$ cat src/rtl/instruction_fetch_if.sv
// instruction_fetch_if
// Bundles the instruction-memory read port and the instruction issue
// handshake towards the decoder/controller.
// The fetch unit connects through the master modport.
// The memory and controller side connects through the slave modport.
interface instruction_fetch_if #(
    parameter int ADDR_W = 9
);
    logic [ADDR_W-1:0] mem_addr;
    logic              mem_rd;
    logic [15:0]       mem_rdata;
    logic              mem_ack;
    logic [15:0]       instr;
    logic              instr_valid;
    logic              instr_ready;

    modport master (
        output mem_addr,
        output mem_rd,
        input  mem_rdata,
        input  mem_ack,
        output instr,
        output instr_valid,
        input  instr_ready
    );

    modport slave (
        input  mem_addr,
        input  mem_rd,
        output mem_rdata,
        output mem_ack,
        input  instr,
        input  instr_valid,
        output instr_ready
    );
endinterface

$ cat src/rtl/instruction_fetch.sv
// instruction_fetch
// CPU front end. This module:
//   - owns the program counter,
//   - reads one instruction word at a time over a request/acknowledge handshake,
//   - holds that word for the controller until it retires,
//   - stops for good on a HALT opcode (3'b111).
// Optional feature, macro IFETCH_RETIRE_CNT_EN: adds a saturating
// retired-instruction counter. Without the macro, retired_count is tied to zero.
module instruction_fetch #(
    parameter int          ADDR_W   = 9,
    parameter int unsigned RESET_PC = 0
) (
    input  logic                 clk,
    input  logic                 reset_n,
    instruction_fetch_if.master  bus,
    input  logic [1:0]           branch_en,
    input  logic [15:0]          sximm8,
    input  logic [15:0]          reg_target,
    output logic [ADDR_W-1:0]    pc_link,
    output logic                 halt,
    output logic [15:0]          retired_count
);

    localparam logic [ADDR_W-1:0] PC_INIT = ADDR_W'(RESET_PC);
    localparam logic [2:0]        OP_HALT = 3'b111;

    typedef enum logic [1:0] {
        ST_RST,
        ST_FETCH,
        ST_ISSUE,
        ST_HALTED
    } state_t;

    state_t            state;
    state_t            state_next;
    logic [ADDR_W-1:0] pc;
    logic [ADDR_W-1:0] pc_next;
    logic [ADDR_W-1:0] branch_pc;
    logic [15:0]       instr_reg;
    logic [15:0]       instr_next;
    logic              halt_reg;
    logic              halt_next;
    logic              retire;
    logic              unused_bits;

    // Next PC after a non-HALT retirement.
    // All arithmetic wraps at 2^ADDR_W.
    // branch_en 11 is treated like 00.
    always_comb begin
        branch_pc = pc + 1'b1;
        case (branch_en)
            2'b01:   branch_pc = pc + 1'b1 + sximm8[ADDR_W-1:0];
            2'b10:   branch_pc = reg_target[ADDR_W-1:0];
            default: branch_pc = pc + 1'b1;
        endcase
    end

    // Next-state logic.
    // mem_ack only matters in FETCH.
    // instr_ready only matters in ISSUE.
    // HALTED ignores everything until reset.
    always_comb begin
        state_next = state;
        pc_next    = pc;
        instr_next = instr_reg;
        halt_next  = halt_reg;
        retire     = 1'b0;
        case (state)
            ST_RST: begin
                state_next = ST_FETCH;
            end
            ST_FETCH: begin
                if (bus.mem_ack) begin
                    instr_next = bus.mem_rdata;
                    state_next = ST_ISSUE;
                end
            end
            ST_ISSUE: begin
                if (bus.instr_ready) begin
                    retire = 1'b1;
                    if (instr_reg[15:13] == OP_HALT) begin
                        halt_next  = 1'b1;
                        state_next = ST_HALTED;
                    end else begin
                        pc_next    = branch_pc;
                        state_next = ST_FETCH;
                    end
                end
            end
            ST_HALTED: begin
                state_next = ST_HALTED;
            end
            default: begin
                state_next = ST_RST;
            end
        endcase
    end

    // State, PC, instruction and halt registers.
    // Reset takes priority and abandons any read in flight.
    always_ff @(posedge clk) begin
        if (!reset_n) begin
            state     <= ST_RST;
            pc        <= PC_INIT;
            instr_reg <= 16'h0000;
            halt_reg  <= 1'b0;
        end else begin
            state     <= state_next;
            pc        <= pc_next;
            instr_reg <= instr_next;
            halt_reg  <= halt_next;
        end
    end

    // Every output comes from registers.
    // There is no path from mem_ack or instr_ready to any output.
    assign bus.mem_addr    = pc;
    assign bus.mem_rd      = (state == ST_FETCH);
    assign bus.instr       = instr_reg;
    assign bus.instr_valid = (state == ST_ISSUE);
    assign pc_link         = pc + 1'b1;
    assign halt            = halt_reg;

`ifdef IFETCH_RETIRE_CNT_EN
    logic [15:0] retire_cnt;

    // Count every retirement, HALT included.
    // The counter sticks at 16'hFFFF instead of wrapping.
    always_ff @(posedge clk) begin
        if (!reset_n) begin
            retire_cnt <= 16'h0000;
        end else if (retire && (retire_cnt != 16'hFFFF)) begin
            retire_cnt <= retire_cnt + 16'd1;
        end
    end

    assign retired_count = retire_cnt;
    assign unused_bits   = ^{sximm8[15:ADDR_W], reg_target[15:ADDR_W]};
`else
    assign retired_count = 16'h0000;
    assign unused_bits   = ^{sximm8[15:ADDR_W], reg_target[15:ADDR_W], retire};
`endif

endmodule

$ cat src/flat_wrapper.sv
// flat-port wrapper written by rule: the top's interface ports become plain ports
module instruction_fetch_flat 
#(
    parameter int          ADDR_W   = 9,
    parameter int unsigned RESET_PC = 0
)
  (clk, reset_n, branch_en, sximm8, reg_target, pc_link, halt, retired_count, bus_mem_addr, bus_mem_rd, bus_mem_rdata, bus_mem_ack, bus_instr, bus_instr_valid, bus_instr_ready);
  instruction_fetch_if #(.ADDR_W(ADDR_W)) bus_i ();
  input  logic clk;
  input  logic reset_n;
  input  logic [1:0] branch_en;
  input  logic [15:0] sximm8;
  input  logic [15:0] reg_target;
  output logic [ADDR_W-1:0] pc_link;
  output logic halt;
  output logic [15:0] retired_count;
  output wire logic [$bits(bus_i.mem_addr)-1:0] bus_mem_addr;
  output wire logic [$bits(bus_i.mem_rd)-1:0] bus_mem_rd;
  input wire logic [$bits(bus_i.mem_rdata)-1:0] bus_mem_rdata;
  input wire logic [$bits(bus_i.mem_ack)-1:0] bus_mem_ack;
  output wire logic [$bits(bus_i.instr)-1:0] bus_instr;
  output wire logic [$bits(bus_i.instr_valid)-1:0] bus_instr_valid;
  input wire logic [$bits(bus_i.instr_ready)-1:0] bus_instr_ready;
  assign bus_mem_addr = bus_i.mem_addr;
  assign bus_mem_rd = bus_i.mem_rd;
  assign bus_i.mem_rdata = bus_mem_rdata;
  assign bus_i.mem_ack = bus_mem_ack;
  assign bus_instr = bus_i.instr;
  assign bus_instr_valid = bus_i.instr_valid;
  assign bus_i.instr_ready = bus_instr_ready;
  instruction_fetch #(.ADDR_W(ADDR_W), .RESET_PC(RESET_PC)) u_core (.clk(clk), .reset_n(reset_n), .bus(bus_i), .branch_en(branch_en), .sximm8(sximm8), .reg_target(reg_target), .pc_link(pc_link), .halt(halt), .retired_count(retired_count));
endmodule
$ cat config.mk
export PLATFORM = sky130hd
export DESIGN_NAME = instruction_fetch_flat
export DESIGN_NICKNAME = d
export VERILOG_FILES = /design/src/rtl/instruction_fetch_if.sv /design/src/rtl/instruction_fetch.sv /design/src/flat_wrapper.sv
export SDC_FILE = /design/constraint.sdc
export NUM_CORES = 1
export LEC_CHECK = 0
export ABC_AREA = 1
export CELL_PAD_IN_SITES_DETAIL_PLACEMENT = 2
export CELL_PAD_IN_SITES_GLOBAL_PLACEMENT = 2
export CORE_UTILIZATION = 17
export CTS_CLUSTER_SIZE = 30
export DETAILED_ROUTE_END_ITERATION = 8
export GPL_TIMING_DRIVEN = 0
export MAX_ROUTING_LAYER = met4
export PLACE_DENSITY_LB_ADDON = 0.1
export RECOVER_POWER = 100
export SLEW_MARGIN = 20
export SYNTH_ARGS = -nofsm -noshare
export SYNTH_HDL_FRONTEND = slang
export SYNTH_SLANG_ARGS = --single-unit
$ cat constraint.sdc
create_clock -name clk -period 1.9 [get_ports clk]
set_input_delay 0.19 -clock clk [delete_from_list [all_inputs] [get_ports clk]]
set_output_delay 0.19 -clock clk [all_outputs]
set_load 0.05 [all_outputs]
==> results of run 1 <==
metrics by stage:
stage / instances / hold slack [ns]
floorplan: 300 / 0.318
global placement: 516 / 0.453
detailed placement: 516 / 0.465
CTS: 531 / 0.469
global route: 536 / 0.484
finish: 536 / 0.467
what timing repair did:
item	CTS	global route
buffers inserted	11	5
setup endpoints to repair	15	10
hold buffers	0	0
pin swaps	8	15
resized for setup	52	31
power groups by stage:
stage	clock, mW	sequential [mW]	combinational, mW
after CTS	0.525	0.634	0.638
final	0.499	0.631	0.653
after global placement	0	0.646	0.599
after detailed placement	0	0.647	0.606
after global routing	0.554	0.635	0.704
after floorplan	0	0.719	0.317
worst reg2reg max path, stage by stage, from the launching register on:
cell and delay, ns:
dfxtp_4 0.38, ha_4 0.15, nand2_4 0.05, nor2_4 0.14, buf_6 0.13, xor2_4 0.19, ha_4 0.25, nand2_2 0.09
inv_2 0.04, nand4_1 0.09, nand3_2 0.09, nand2_1 0.07, nand2_1 0.04, o21ai_1 0.12, nand3_1 0.08, a21oi_1 0.13
how the worst max path moves through the flow:
stage                             end
2_1_floorplan  u_core.bus.mem_addr[7]
3_3_place_gp   u_core.bus.mem_addr[8]
3_5_place_dp   u_core.bus.mem_addr[8]
4_1_cts        u_core.bus.mem_addr[7]
5_1_grt        u_core.bus.mem_addr[7]
6_report       u_core.bus.mem_addr[5]
cells in the mapped netlist, drive strengths merged:
cell    count  share of area (%)
xor2        6                2.7
nor3        1               0.26
dfxtp      28                 29
a31oi       3               0.97
o21a        1               0.39
conb        1               0.19
a22o        1               0.45
fa          1                1.0
nand2      87                 17
ha         11                7.1
a21oi      36                9.7
o21ai      17                4.4
nor2       13                3.8
nand3      16                5.3
buf        20                7.8
a211oi      1               0.39
clkbuf      3                1.6
inv        36                7.0
clkinv      1               0.19
nand4       1               0.32
xnor2       1               0.45
metal layers:
layer	track usage, %	vias up
met4	2.61	0
met3	1.49	4
li1	-	1097
met5	-	-
met2	20.9	54
met1	15.1	1024
area by class of cell:
class,instances,area (sq um),area share [%]
inverters,37,141,4.10
plain buffers,23,175,5.09
well taps,140,175,5.09
multi-input cells,212,1430,41.4
clock buffers,4,78.8,2.29
repair buffers,92,865,25.1
flip-flops and latches,28,582,16.9
logic make-up after synthesis:
logic type                 count (synthesis)
adders and majority gates                 12
AOI/OAI and AO/OA                         59
xor gates and xnor gates                   7
DFF                                       28
buffers and inverters                     60
and+or+nand+nor                          118
other                                      1
==> impl_metrics.env, run 1 <==
export IMPL_placement_rows=38
export IMPL_worst_r2r_startpoint="u_core.bus.mem_addr[0]"
export IMPL_clock_latency_ns=0.27
export IMPL_rrSetupSlack_ns=-0.22
export IMPL_place_area_sq_um=3070
export IMPL_worstReg2RegEnd="u_core.bus.mem_addr[5]"
export IMPL_crit_arrival_ns=2.31
export IMPL_final_setup_viol_count=6
export IMPL_timing_critical_path_max_delay_family="simple AND/OR/NAND/NOR gates"
export IMPL_grt_antenna_before_repair=0
export IMPL_fmaxAchievable_mhz=471
export IMPL_maxCapViolations=0
export IMPL_drive_above_1_share_pct=29.5
export IMPL_largest_register_ff_count=16
export IMPL_area_growth_synth_to_finish_pct=77.4
export IMPL_route_detailed_vias_per_inst=4.07
export IMPL_setup_total_negative_slack_ns=-0.810
export IMPL_critical_path_required_ns=2.09
export IMPL_seq_power_share_pct=35.4
export IMPL_floorplan_initialDensity_pct=17.7
export IMPL_clock_power_share_pct=28.0
export IMPL_xor_xnor_share_of_the_synthesized_area_pct=3.16
export IMPL_final_period_minus_worst_setup_slack_ns=2.12
export IMPL_finalMaxSlewViolations=0
export IMPL_met2RoutedLength_mm=3.49
export IMPL_post_synthesis_instance_total=285
export IMPL_critical_path_peak_fanout=5
export IMPL_hold_path_class="flop to flop"
export IMPL_core_area_sq_um=11000
export IMPL_dp_hpwl_mm=5.60
export IMPL_worstSetupEndpointType="flop"
export IMPL_floorplan_die_height_microns=109
export IMPL_crit_type="flop to flop"
export IMPL_syn_avg_cell_area_sq_um=6.81
export IMPL_vdd_drop_max_mv=0.367
export IMPL_hold_path_cell_count=2
export IMPL_top_signal_layer_used="met4"
export IMPL_reg2regPathDepth=15
export IMPL_grt_overall_usage_pct=12.1
export IMPL_fp_dieArea_sq_um=11900
export IMPL_final_common_cell="nand2_1"
export IMPL_post_synth_and_or_nand_nor_area_fraction_pct=26.9
export IMPL_power_report_internal_total_mw=1.16
export IMPL_crit_path_cell_trace="ha_4, nand2_4, nor2_4, buf_6, xor2_4, ha_4, nand2_2, inv_2, nand4_1, nand3_2, nand2_1, nand2_1, o21ai_1, nand3_1, a21oi_1"
export IMPL_setup_slack_ns=-0.222
export IMPL_clock_tree_from_tritoncts="done"
export IMPL_ios=107
export IMPL_ctsLongestPathBuffers=2
export IMPL_final_cell_mix="nand2_1 (72), clkdlybuf4s50_1 (49), buf_4 (34), a21oi_1 (28), inv_1 (24)"
export IMPL_cts_num_sinks=28
export IMPL_tightestPinTransition_ns=0.598
export IMPL_clock_pin_transition_on_the_worst_setup_and_hold_timing_paths_ns=0.07
export IMPL_sw_share_pct=35.2
export IMPL_grt_pass1_vias=2218
export IMPL_utilization_pct=31.4
export IMPL_met1_length_mm=3.20
export IMPL_antennaDiodeCount=0
export IMPL_comb_power_share_pct=36.6
export IMPL_worstSetupPathDepth=15
export IMPL_outcome="finished, violations left"
export IMPL_post_synth_fa_ha_maj_area_fraction_pct=8.12
export IMPL_layout_nets=463
export IMPL_synth_mux_area_fraction_pct=0
export IMPL_detailedRoute_firstPassIterationCount=4
export IMPL_combinational_family_with_the_most_area_after_synthesis="simple AND/OR/NAND/NOR gates"
export IMPL_timing_critical_path_buf_inv=2
export IMPL_grt_start_max_net_pins=16
export IMPL_yosys_cell_types_count=32
export IMPL_finish_instance_area_sq_um=3440
export IMPL_unrepaired_setup_endpoints_after_global_routing="true"
export IMPL_hold_path_startpoint="u_core.bus.instr[1]"
export IMPL_fillCellCount=1323
export IMPL_global_route_overflow_total=0
export IMPL_report_power_total_mw=1.78
export IMPL_slew_headroom_pct=60.3
export IMPL_layout_worst_path_cycle_share_pct=112
export IMPL_met3RoutedLength_microns=268
export IMPL_detail_route_wirelength_mm=7.03
export IMPL_routed_wire_length_per_instance_microns=13.1
export IMPL_dr_first_iter_drc_count=20
export IMPL_dp_worst_setup_slack_ns=-0.433
export IMPL_power_net_switching_mw=0.627
export IMPL_global_route_wire_length_before_repair_mm=10.8
export IMPL_finalHoldViolations=0
export IMPL_h_tree_depth=1
export IMPL_cp_slowest_stage_delay_ns=0.38
export IMPL_post_synth_instance_area_sq_um=1940
export IMPL_timing_critical_path_slowest_stage_cell="dfxtp_4"
export IMPL_complex_gate_fraction_of_the_synthesized_area_pct=16.2
export IMPL_vias=2179
export IMPL_power_density_nw_per_um2=518
export IMPL_start_kind="flop"
export IMPL_inserted_clock_buffers=3
export IMPL_postSynthRegisterBits=28
export IMPL_failed_checks="negative setup slack"
export IMPL_synth_warnings=0
export IMPL_synth_sequential_area_ratio_pct=28.9
export IMPL_worstSetupStartpoint="u_core.bus.mem_addr[0]"
export IMPL_drt_antenna_violating_nets=0
export IMPL_drt_drc_violations_left=0
export IMPL_port_buffer_count=76
export IMPL_timing_clock_skew_ns=0.00699
export IMPL_hold_path_end="u_core.bus.instr[1]"
export IMPL_die_w_microns=109
export IMPL_cts_root_buf="clkbuf_16"
export IMPL_leakage_component_of_the_power_nw=1.51
export IMPL_place_gp_congestion=0.731
No activity file was read; power rests on OpenSTA's default activity.
==> run 2: changes to the inputs <==
- HOLD_SLACK_MARGIN: unset -> 0.02
- PLACE_DENSITY: unset -> 0.83
- PLACE_DENSITY_LB_ADDON: 0.1 -> unset
==> run 2 against run 1 <==
  * The run still ends with negative setup slack left
  * Final cell count increased by 1.7%
  * Critical path type unchanged
  * Clock skew fell by 0.00082 ns
  * Non-clock buffer count rose by 9
==> impl_metrics.env, run 2 (same netlist as run 1, synthesis figures left out) <==
export IMPL_outcome="finished, violations left"
export IMPL_failed_checks="negative setup slack"
export IMPL_setup_slack_ns=-0.358
export IMPL_cts_num_sinks=28
export IMPL_clock_power_share_pct=29.3
export IMPL_finalMaxSlewViolations=0
export IMPL_timing_clock_skew_ns=0.00617
export IMPL_power_report_internal_total_mw=1.20
export IMPL_die_w_microns=109
export IMPL_placement_rows=38
export IMPL_finalHoldViolations=0
export IMPL_critical_path_required_ns=2.10
export IMPL_ios=107
export IMPL_slew_headroom_pct=64.1
export IMPL_dp_worst_setup_slack_ns=-0.466
export IMPL_floorplan_initialDensity_pct=17.7
export IMPL_fmaxAchievable_mhz=443
export IMPL_comb_power_share_pct=36.3
export IMPL_final_common_cell="nand2_1"
export IMPL_port_buffer_count=76
export IMPL_final_period_minus_worst_setup_slack_ns=2.26
export IMPL_layout_nets=472
export IMPL_power_net_switching_mw=0.635
export IMPL_routed_wire_length_per_instance_microns=14.6
export IMPL_grt_overall_usage_pct=13.5
export IMPL_inserted_clock_buffers=3
export IMPL_final_cell_mix="nand2_1 (75), clkdlybuf4s50_1 (66), buf_4 (42), a21oi_1 (28), inv_1 (24)"
export IMPL_worstSetupEndpointType="flop"
export IMPL_drt_drc_violations_left=0
export IMPL_seq_power_share_pct=34.4
export IMPL_core_area_sq_um=11000
export IMPL_dp_hpwl_mm=5.77
export IMPL_global_route_overflow_total=0
export IMPL_ctsLongestPathBuffers=2
export IMPL_drive_above_1_share_pct=30.9
export IMPL_critical_path_peak_fanout=5
export IMPL_route_detailed_vias_per_inst=4.21
export IMPL_tightestPinTransition_ns=0.537
export IMPL_setup_total_negative_slack_ns=-1.51
export IMPL_leakage_component_of_the_power_nw=1.52
export IMPL_dr_first_iter_drc_count=40
export IMPL_fp_dieArea_sq_um=11900
export IMPL_antennaDiodeCount=0
export IMPL_hold_path_class="flop to flop"
export IMPL_vdd_drop_max_mv=0.381
export IMPL_layout_worst_path_cycle_share_pct=119
export IMPL_area_growth_synth_to_finish_pct=81.2
export IMPL_sw_share_pct=34.6
export IMPL_grt_antenna_before_repair=0
export IMPL_floorplan_die_height_microns=109
export IMPL_cts_root_buf="clkbuf_16"
export IMPL_global_route_wire_length_before_repair_mm=12.1
export IMPL_clock_tree_from_tritoncts="done"
export IMPL_utilization_pct=32.0
export IMPL_layout_cells_non_filler=545
export IMPL_power_density_nw_per_um2=521
export IMPL_largest_register_ff_count=16
export IMPL_vias=2297
export IMPL_grt_pass1_vias=2457
export IMPL_grt_start_max_net_pins=16
export IMPL_drt_antenna_violating_nets=0
export IMPL_clock_latency_ns=0.27
export IMPL_maxCapViolations=0
export IMPL_place_gp_congestion=0.808
export IMPL_start_kind="flop"
export IMPL_final_hold_worst_slack_ns=0.470
export IMPL_cts_hold_repair_buffers=0
export IMPL_dp_cells=516
export IMPL_final_setup_viol_count=8
export IMPL_crit_type="flop to flop"
export IMPL_detail_route_wirelength_mm=7.97
export IMPL_unrepaired_setup_endpoints_after_global_routing="true"
export IMPL_clock_pin_transition_on_the_worst_setup_and_hold_timing_paths_ns=0.07
export IMPL_h_tree_depth=1
export IMPL_crit_arrival_ns=2.45
export IMPL_detailedRoute_firstPassIterationCount=3
-- run 2: per-layer routing --
| metal | vias up | global-route usage, % | wire (microns) |
|---|---|---|---|
| met5 | - | - | 0 |
| met1 | 1124 | 15.8 | 3340 |
| met2 | 52 | 24.7 | 4250 |
| met4 | 0 | 2.51 | 131 |
| met3 | 10 | 1.85 | 242 |
| li1 | 1111 | - | - |
-- run 2: worst max-delay path: stages (launching register included) --
cell	delay (ns)
dfxtp_4	0.37
ha_4	0.15
nand2_4	0.06
nor2_4	0.17
buf_6	0.14
xor2_4	0.18
ha_4	0.26
a21oi_4	0.17
buf_4	0.13
nand3_2	0.08
nand2_1	0.08
nand2_1	0.05
o21ai_1	0.14
nand3_1	0.09
a21oi_1	0.12
-- run 2: power groups by stage --
stage	combinational (mW)	sequential (mW)	clock [mW]
after floorplan	0.317	0.719	0
after global placement	0.593	0.645	0
after detailed placement	0.608	0.646	0
after CTS	0.642	0.632	0.562
after global routing	0.715	0.635	0.588
final	0.666	0.632	0.537
-- run 2: stage by stage --
stage | cell area, sq um | power, mW
after floorplan | 2130 | 1.04
after global placement | 3070 | 1.24
after global routing | 3520 | 1.94
after CTS | 3380 | 1.83
after detailed placement | 3070 | 1.25
final | 3520 | 1.83
-- run 2: final cells by class --
| cell class | instances | area (sq um) |
|---|---|---|
| multi-input combinational | 212 | 1390 |
| clock buffer | 4 | 88.8 |
| sequential | 28 | 582 |
| tap | 140 | 175 |
| inverter | 37 | 145 |
| timing repair buffer | 101 | 956 |
| buffer | 23 | 183 |
| fill | 1296 | 7460 |
-- run 2: worst paths after layout --
| check | from | end | slack, ns | cells past startpoint |
|---|---|---|---|---|
| max | u_core.bus.mem_addr[1] | u_core.bus.mem_addr[5] | -0.36 | 14 |
| max reg2reg | u_core.bus.mem_addr[1] | u_core.bus.mem_addr[5] | -0.36 | 14 |
| min | u_core.bus.instr[7] | u_core.bus.instr[7] | 0.47 | 2 |
| min reg2reg | u_core.bus.instr[7] | u_core.bus.instr[7] | 0.47 | 2 |
-- run 2: repair_timing --
| action | in CTS | in global routing |
|---|---|---|
| pin swaps | 22 | 17 |
| setup buffers | 18 | 7 |
| gates resized for setup | 50 | 33 |
| setup endpoints to repair | 14 | 14 |
